File: src/rtl/vanilla_pkg.sv
// Shared types and constants for the MMIO WISHBONE interconnect.
// The default register-address and data widths are set here when the build
// does not define them. The optional watchdog is enabled by the
// MMIO_TIMEOUT_EN macro; see mmio_wb_intercon.sv.
`ifndef REG_ADDR_WIDTH
`define REG_ADDR_WIDTH 8
`endif
`ifndef DATA_WIDTH
`define DATA_WIDTH 32
`endif

package vanilla_pkg;

    typedef enum logic [1:0] {
        IDLE,
        BUSY,
        RESP
    } intercon_state_t;

    // One bit per slot; a set bit marks an unpopulated slot that must answer with ERR.
    // Slot 7 has no peripheral fitted on this board.
    localparam logic [31:0] MMIO_SLOT_MASK = 32'h0000_0080;

    localparam int DEFAULT_TIMEOUT_CYCLES = 255;

endpackage

File: src/rtl/mmio_timeout_cnt.sv
// Bus-timeout watchdog counter for mmio_wb_intercon.
// Compiled only when MMIO_TIMEOUT_EN is defined.
// o_tc is high during the TERMINAL-th consecutive enabled cycle after a clear.
`ifndef REG_ADDR_WIDTH
`define REG_ADDR_WIDTH 8
`endif
`ifndef DATA_WIDTH
`define DATA_WIDTH 32
`endif

`ifdef MMIO_TIMEOUT_EN
module mmio_timeout_cnt
    import vanilla_pkg::*;
#(
    parameter int CNT_W    = 8,
    parameter int TERMINAL = DEFAULT_TIMEOUT_CYCLES
) (
    input  logic i_clk,
    input  logic i_rst_n,
    input  logic i_clr,
    input  logic i_en,
    output logic o_tc
);

    logic [CNT_W-1:0] r_cnt;

    // Count enabled cycles; cleared whenever the FSM is outside BUSY.
    always_ff @(posedge i_clk) begin
        if (!i_rst_n || i_clr) begin
            r_cnt <= '0;
        end else if (i_en && !o_tc) begin
            r_cnt <= r_cnt + 1'b1;
        end
    end

    assign o_tc = i_en && (r_cnt == CNT_W'(TERMINAL - 1));

endmodule
`endif

File: src/rtl/mmio_wb_intercon.sv
// Single-master WISHBONE interconnect: decodes the upper master address bits
// into a slot, strobes that slot, and returns one registered ACK/ERR pulse.
// Optional feature macro: MMIO_TIMEOUT_EN (abort BUSY after TIMEOUT_CYCLES).
`ifndef REG_ADDR_WIDTH
`define REG_ADDR_WIDTH 8
`endif
`ifndef DATA_WIDTH
`define DATA_WIDTH 32
`endif

module mmio_wb_intercon
    import vanilla_pkg::*;
#(
    parameter int NUM_SLOTS      = 8,
    parameter int TIMEOUT_CYCLES = DEFAULT_TIMEOUT_CYCLES
) (
    input  logic                                         CLK_I,
    input  logic                                         RST_NI,
    input  logic [`REG_ADDR_WIDTH+$clog2(NUM_SLOTS)-1:0] M_ADR_I,
    input  logic [`DATA_WIDTH-1:0]                       M_DAT_I,
    output logic [`DATA_WIDTH-1:0]                       M_DAT_O,
    input  logic                                         M_CYC_I,
    input  logic                                         M_STB_I,
    input  logic                                         M_WE_I,
    output logic                                         M_ACK_O,
    output logic                                         M_ERR_O,
    output logic [`REG_ADDR_WIDTH-1:0]                   S_ADR_O,
    output logic [`DATA_WIDTH-1:0]                       S_DAT_O,
    output logic                                         S_WE_O,
    output logic [NUM_SLOTS-1:0]                         S_CYC_O,
    output logic [NUM_SLOTS-1:0]                         S_STB_O,
    input  logic [NUM_SLOTS*`DATA_WIDTH-1:0]             S_DAT_I,
    input  logic [NUM_SLOTS-1:0]                         S_ACK_I
);

    localparam int SLOT_BITS = $clog2(NUM_SLOTS);
    localparam int RAW       = `REG_ADDR_WIDTH;
    localparam int DW        = `DATA_WIDTH;

    // The slot mask is defined for up to 32 slots.
    if ((NUM_SLOTS < 2) || ((NUM_SLOTS & (NUM_SLOTS - 1)) != 0) || (NUM_SLOTS > 32) ||
        (TIMEOUT_CYCLES < 1)) begin : g_bad_cfg
        $error("mmio_wb_intercon: unsupported NUM_SLOTS or TIMEOUT_CYCLES");
    end

    localparam logic [NUM_SLOTS-1:0] SLOT_MASK = MMIO_SLOT_MASK[NUM_SLOTS-1:0];

    intercon_state_t      r_state;
    logic [SLOT_BITS-1:0] r_sel;
    logic [RAW-1:0]       r_sadr;
    logic [DW-1:0]        r_sdat;
    logic                 r_we;
    logic [NUM_SLOTS-1:0] r_stb;
    logic [DW-1:0]        r_mdat;
    logic                 r_ack;
    logic                 r_err;

    logic [SLOT_BITS-1:0] w_slot;
    logic                 w_mapped;
    logic [NUM_SLOTS-1:0] w_onehot;
    logic [DW-1:0]        w_rdata;
    logic                 w_sel_ack;

    assign w_slot    = M_ADR_I[RAW +: SLOT_BITS];
    assign w_mapped  = !SLOT_MASK[w_slot];
    assign w_onehot  = {{(NUM_SLOTS-1){1'b0}}, 1'b1} << w_slot;
    // Only the slot latched at request time can complete the transfer.
    assign w_rdata   = S_DAT_I[r_sel*DW +: DW];
    assign w_sel_ack = S_ACK_I[r_sel];

`ifdef MMIO_TIMEOUT_EN
    localparam int TO_W = ($clog2(TIMEOUT_CYCLES + 1) > 8) ? $clog2(TIMEOUT_CYCLES + 1) : 8;

    logic w_timeout;

    mmio_timeout_cnt #(
        .CNT_W    (TO_W),
        .TERMINAL (TIMEOUT_CYCLES)
    ) u_timeout (
        .i_clk   (CLK_I),
        .i_rst_n (RST_NI),
        .i_clr   (r_state != BUSY),
        .i_en    (r_state == BUSY),
        .o_tc    (w_timeout)
    );
`endif

    // Transaction FSM: accept in IDLE, strobe the slot in BUSY, pulse ACK/ERR in RESP.
    always_ff @(posedge CLK_I) begin
        if (!RST_NI) begin
            r_state <= IDLE;
            r_sel   <= '0;
            r_sadr  <= '0;
            r_sdat  <= '0;
            r_we    <= 1'b0;
            r_stb   <= '0;
            r_mdat  <= '0;
            r_ack   <= 1'b0;
            r_err   <= 1'b0;
        end else begin
            r_ack <= 1'b0;
            r_err <= 1'b0;
            case (r_state)
                IDLE: begin
                    if (M_CYC_I && M_STB_I) begin
                        r_sel  <= w_slot;
                        r_sadr <= M_ADR_I[RAW-1:0];
                        r_sdat <= M_DAT_I;
                        r_we   <= M_WE_I;
                        if (w_mapped) begin
                            r_stb   <= w_onehot;
                            r_state <= BUSY;
                        end else begin
                            r_mdat  <= '0;
                            r_err   <= 1'b1;
                            r_state <= RESP;
                        end
                    end
                end
                BUSY: begin
                    // A slave ACK in the timeout cycle still completes normally.
                    if (w_sel_ack) begin
                        r_stb   <= '0;
                        r_mdat  <= r_we ? '0 : w_rdata;
                        r_ack   <= 1'b1;
                        r_state <= RESP;
                    end
`ifdef MMIO_TIMEOUT_EN
                    else if (w_timeout) begin
                        r_stb   <= '0;
                        r_mdat  <= '0;
                        r_err   <= 1'b1;
                        r_state <= RESP;
                    end
`endif
                end
                RESP: begin
                    r_state <= IDLE;
                end
                default: begin
                    r_stb   <= '0;
                    r_state <= IDLE;
                end
            endcase
        end
    end

    assign M_DAT_O = r_mdat;
    assign M_ACK_O = r_ack;
    assign M_ERR_O = r_err;
    assign S_ADR_O = r_sadr;
    assign S_DAT_O = r_sdat;
    assign S_WE_O  = r_we;
    assign S_CYC_O = r_stb;
    assign S_STB_O = r_stb;

endmodule

File: config.mk
export PLATFORM = sky130hd
export DESIGN_NAME = mmio_wb_intercon
export DESIGN_NICKNAME = d
export VERILOG_FILES = /design/src/rtl/vanilla_pkg.sv /design/src/rtl/mmio_timeout_cnt.sv /design/src/rtl/mmio_wb_intercon.sv
export SDC_FILE = /design/constraint.sdc
export NUM_CORES = 1
export LEC_CHECK = 0
export BUFFER_PORTS_ARGS = -buffer_cell sky130_fd_sc_hd__buf_4
export CAP_MARGIN = 25
export CORE_AREA = 2 2 158 160
export DETAILED_ROUTE_END_ITERATION = 10
export DIE_AREA = 0 0 160 162
export GPL_TIMING_DRIVEN = 0
export PLACE_DENSITY = 0.5
export SLEW_MARGIN = 20
export SYNTH_ARGS = -nofsm -noshare
export SYNTH_HDL_FRONTEND = slang
export SYNTH_SLANG_ARGS = --single-unit
File: constraint.sdc
create_clock -name CLK_I -period 1.76 [get_ports CLK_I]
set_clock_uncertainty 0.05 [all_clocks]
set_input_delay 0.088 -clock CLK_I [delete_from_list [all_inputs] [get_ports CLK_I]]
set_output_delay 0.088 -clock CLK_I [all_outputs]
set_load 0.1 [all_outputs]
After elaboration in Yosys (flattened, before gate mapping)
Memory sizes are Yosys's and may differ from the RTL's.
Cells that the tools add are included.
Widths: inputs -> output; s select.
{ "totals": {"memories": 1, "input_bits": 312, "ff_bits": 88, "output_inout_bits": 91, "rom_bits": 8, "wordCells": 48} }
{ "memory_table": {"columns": ["name", "words", "width", "rd", "rd_clocked_by_memory_dff", "wr", "line", "source"], "rows": [
  ["(no name shown)", 8, 1, 1, 0, 0, "mmio_wb_intercon.sv:65", "assign w_mapped = !SLOT_MASK[w_slot];"]
]} }
{ "op_classes": {"order_cmp": 2, "reduce_logical": 9, "eq_ne": 6, "shifts": 2, "bitwise": 1, "mux": 18} }
{ "ops": {"columns": ["cell", "n"], "rows": [
  ["$shiftx 256x9->32", 1],
  ["$mux 32", 4],
  ["$pmux 32 s2", 1],
  ["$mux 8", 3],
  ["$pmux 8 s3", 1],
  ["$lt 3x4->1 const B", 2],
  ["$ne 2x2->1 const B", 4],
  ["$reduce_and 4->1", 2],
  ["$shl 1x3->8 const A", 1],
  ["$mux 2", 3],
  ["$reduce_and 2->1", 3],
  ["$mux 1", 4],
  ["$pmux 2 s2", 1],
  ["$bmux 1 s3", 1],
  ["$reduce_and 3->1", 1],
  ["$eq 2x1->1 const B", 1],
  ["$eq 2x2->1 const B", 1],
  ["$logic_not 2->1", 1],
  ["$reduce_bool 2->1", 1],
  ["$logic_and 1x1->1", 1],
  ["$not 1->1", 1]
]} }

Longest topological paths before layout
{ "depth": {"depth_word": 5, "mapped_depth": 7, "mapped_depth_nobuf": 4} }

Worst setup path before layout
No wires, ideal clock.
{ "synth_timing": {"path_type": "reg2reg", "from": "reg r_we, in the netlist S_WE_O", "to": "reg r_mdat[10], in the netlist M_DAT_O[10]", "stages_incl_launch_ff": 5, "setup_time_ns": 0.083, "slack_ns": -0.104, "synth_period_minus_slack_ns": 1.864, "t_required_ns": 1.627, "path_buffers": 1, "t_arrival_ns": 1.731, "cell_sequence": "dfxtp_1 -> a2111oi_2 -> clkbuf_1 -> nand4_1 -> o221ai_1"} }
{ "synth_via": {"elab_chain_len": 3} }
{ "synth_lines": {"columns": ["item", "line", "source"], "rows": [
  ["from (decl)", "mmio_wb_intercon.sv:52", "logic r_we;"],
  ["from (signal assigned)", "mmio_wb_intercon.sv:95", "r_we <= 1'b0;"],
  ["from (signal assigned)", "mmio_wb_intercon.sv:109", "r_we <= M_WE_I;"],
  ["$mux 32", "mmio_wb_intercon.sv:124", "r_mdat <= r_we ? '0 : w_rdata;"],
  ["$mux 32", "mmio_wb_intercon.sv:122", "if (w_sel_ack) begin"],
  ["$pmux 32 s2", "mmio_wb_intercon.sv:103", "case (r_state)"],
  ["to (signal assigned)", "mmio_wb_intercon.sv:124", null],
  ["to (decl)", "mmio_wb_intercon.sv:54", "logic [DW-1:0] r_mdat;"]
]} }
Every way passes these cells. The select of a mux whose other input is x is not followed.
A chain may end at the register's enable or synchronous reset.

Worst setup path after layout
{ "layout_timing": {"from": "reg r_sel[0]", "to": "reg r_mdat[1], in the netlist M_DAT_O[1]"} }
{ "layout_via": {"elab_chain_len": 4, "elab_cells_between_ends": 8, "classes_between": "eq/ne: 1; shift: 1; mux: 5; reduce/logical: 1"} }
{ "layout_lines": {"columns": ["item", "line", "source"], "rows": [
  ["from (decl)", "mmio_wb_intercon.sv:49", "logic [SLOT_BITS-1:0] r_sel;"],
  ["from (signal assigned)", "mmio_wb_intercon.sv:106", "r_sel <= w_slot;"],
  ["$shiftx 256x9->32 / $bmux 1 s3 (equally long branches)", "mmio_wb_intercon.sv:68, mmio_wb_intercon.sv:69", null],
  ["$mux 32 / $mux 1 (equally long branches)", "mmio_wb_intercon.sv:124, mmio_wb_intercon.sv:69", null],
  ["$mux 32 / $ne 2x2->1 (equally long branches)", null, null],
  ["$pmux 32 s2 / $reduce_and 4->1 (equally long branches)", null, null]
]} }
Parallel ways exist; a longest one is shown, timed or not. The select of a mux whose other input is x is not followed.

==> metrics.md <==
| Metric | Value |
|---|---|
| Cells on worst reg2reg path | 7 |
| Max-cap viol count | 0 |
| Leakage power | 4.36 nW |
| Crit path max fanout | 7 |
| Worst Hold Launch | M_ADR_I[8] |
| Layout cell share with drive strength beyond 1 | 56.6% |
| CTS tree | done |
| Num Clock Sinks | 88 |
| DRT antenna net count | 0 |
| Die height | 162 µm |
| Syn avg cell area | 9.76 µm² |
| Yosys top cell area share | between 30% and 40% |
| Post-synthesis sequential area ratio | 31.0% |
| Clk buf depth | 2 |
| Pwr dens | 621 nW/µm² |
| Final period util | 114% |
| Hold slack | 36.4 ps |
| Worst Hold Class | in -> reg |
| CORE AREA | 24100 µm² |
| Number of enable flip-flop cells after synthesis | 0 |
| Cell family with the largest share of critical-path delay | multiplexers |
| DR vias/cell | 4.76 |
| Hold Path End | M_ERR_O$_SDFF_PN0_ |
| Crit path largest cell delay | 510 ps |
| DR WL/cell | 19.8 µm |
| Period minus WS final | 2010 ps |
| Fill cells | around 2500 |
| Synth cell types | 36 |
| # setup viols final | 43 |
| WP data arrival | 2170 ps |
| H-tree Lvls | 3 |
| Flops & latches, synth | 88 |
| Vias in the first global route | 6848 |
| Failing checks | setup timing |
| Die Area | 25900 µm² |
| Critical Path Start Type | flip-flop |
| Finished Layout Cells | about 1400 |
| Maximum vdd ir drop | slightly above 0.5 mV |
| Share of the core filled with cells | 43.0% |
| Hold Fails Final Rpt | 0 |
| PnR worst setup slack | -247 ps |
| Largest net degree at the start of global routing | 16 |
| Register area | roughly 1800 µm² |
| Total power | 6.43 mW |
| CP bufs+invs | 3 |
| Starting density of the core | 23.6% |
| Number of nets in the layout | 1363 |
| CP Data Required Time | 1930 ps |
| Slew @ Worst Pin | 775 ps |
| Cell with the most instances after synthesis | nand2_1 |
| Root buffer cell | clkbuf_16 |
| Via count | 6598 |
| Area growth syn-to-layout | 82.5% |
| Tot GR Track Use | just over 20% |
| Total grt overflow | 0 |
| Yosys Warn Count | 0 |
| Port Buf Inserts | 401 |
| Cell count after synthesis | 582 |
| DP HPWL | 21600 µm |
| Hold depth | 3 |
| Fraction of registers with async set/reset | 0% |
| DRT Pass-1 Iters | 4 |
| Total CTS buffers | 9 |
| Global-route wire length before repair | 39700 µm |
| Synth area leaders | dfxtp_1 (31%), mux4_2 (24%), nand2_1 (8.3%), mux2_2 (6.5%), a21oi_1 (4.7%) |
| Worst slew margin | 48.3% |
| Mapped Nets | slightly below 900 |
| Setup total negative slack | -7680 ps |
| Initial DRC Count | 423 |
| Clk slew on worst S/H paths | approximately 70 ps |
| Top FF cell, synth | dfxtp_1 |
| Die width | roughly 160 µm |
| WL final | between 20000 and 30000 µm |
| Latest clock arrival within the worst-skew pair | 350 ps |
| R2r setup slk | -250 ps |
| Yosys top cell by area | dfxtp_1 |
| Status | finished with violations |
| Mapped Area | 5680 µm² |
| Placed Instances | 1307 |
| Num rows | 57 |
| Slowest CP cell | mux4_2 |
| Multi-input gate area | 3680 µm² |
| Final max-slew violation count | 0 |
| R2r endpoint | M_DAT_O[1]$_SDFFE_PN0P_ |
| F_max | 498 MHz |
| DR DRC count | 0 |
| Critical-path cell list | buf_12, buf_16, clkbuf_16, mux4_2, mux2_4, nand4_1, o221ai_1 |
| Initial antenna violation count | 5 |
| Gpl congestion | 0.812 |
| CP endpoint kind | flip-flop |
| Io pins | 403 |
| Kind of critical path | reg -> reg |
| RSZ-0062 raised after global routing | true |
| Post-synth top cells | nand2_1 (125), dfxtp_1 (88), mux4_2 (61) |
| Reg2Reg Launch Point | r_sel[0]$_SDFFE_PN0P_ |
-- worst reg2reg max path: cells and delay by family, from the launching register on --
family,cells,cell delay (ps)
mux,2,790
compound gates,1,110
flops,1,340
simple gates,1,90
buf+inv,3,490
-- per-layer routing --
metal	part of all wire [%]	up-vias	GRT usage, %
li1	-	3152	-
met1	40	3165	23.7
met2	51	246	35.5
met3	6.0	35	4.90
met4	2.6	0	7.53
met5	0	-	0
-- logic make-up after synthesis --
family / Yosys count / share of synthesized area [%]
buffers and inverters: 75 / 6.92
AO/OA/AOI/OAI: 97 / 11.5
AND/OR/NAND/NOR: 222 / 17.9
multiplexers: 100 / 32.7
flip-flops: 88 / 31.0
-- placed cells by master (no fill, tap or decap), types with 21 or more instances in the layout --
cell and n:
mux4_2 64, o221ai_1 27, nand3_1 33, nand2_1 124, clkbuf_1 21, dfxtp_1 84
nand4_1 32, a21oi_1 52, dlygate4sd3_1 44, buf_4 423, mux2_4 27
-- registers in the layout, summed over array words and instances (netlist names), 2 cells and up --
register / count
S_DAT_O: 32
S_CYC_O: 8
S_ADR_O: 8
r_sel: 3
r_state: 2
M_DAT_O: 32
-- power breakdown --
| group | switching [mW] | internal [mW] |
|---|---|---|
| registers | 0.0573 | 2.07 |
| logic | 1.27 | 1.15 |
| clock network | 0.878 | 1.01 |
| total | 2.21 | 4.22 |
-- through the flow --
stage / setup WS, ps / cell area, µm²
after global placement: -817 / 9170
after floorplan: -60.5 / 5750
after global routing: -327 / 10400
after CTS: -294 / 10100
final: -247 / 10400
after detailed placement: -818 / 9170
-- what timing repair did --
item	CTS	global route
endpoints found under the setup margin	84	84
setup buffers	3	6
pin swaps	0	3
hold buffers	44	0
endpoints found under the hold margin	44	0
cloned	1	6
resized for setup	41	31
-- how the worst max path moves through the flow --
stage / startpoint / end / slack (ps) / cells after the start
2_1_floorplan: r_sel[0]$_SDFFE_PN0P_ / M_DAT_O[16]$_SDFFE_PN0P_ / -60 / 7
3_3_place_gp: r_sel[2]$_SDFFE_PN0P_ / M_DAT_O[11]$_SDFFE_PN0P_ / -820 / 7
3_5_place_dp: r_sel[2]$_SDFFE_PN0P_ / M_DAT_O[7]$_SDFFE_PN0P_ / -820 / 7
4_1_cts: r_sel[0]$_SDFFE_PN0P_ / M_DAT_O[3]$_SDFFE_PN0P_ / -290 / 7
5_1_grt: r_state[0]$_SDFFE_PN0P_ / M_DAT_O[27]$_SDFFE_PN0P_ / -330 / 7
6_report: r_sel[0]$_SDFFE_PN0P_ / M_DAT_O[1]$_SDFFE_PN0P_ / -250 / 7
-- final cells by class --
| cell class | count | area share [%] |
|---|---|---|
| timing repair buffer | 461 | 35.8 |
| sequential | 88 | 17.1 |
| inverter | 2 | 0.0725 |
| multi-input combinational | 419 | 35.6 |
| clock inverter | 5 | 0.386 |
| tap | 324 | 3.91 |
| buffer | 70 | 4.75 |
| clock buffer | 11 | 2.34 |
| antenna | 5 | 0.121 |
No activity file was read; power rests on OpenSTA's default activity.
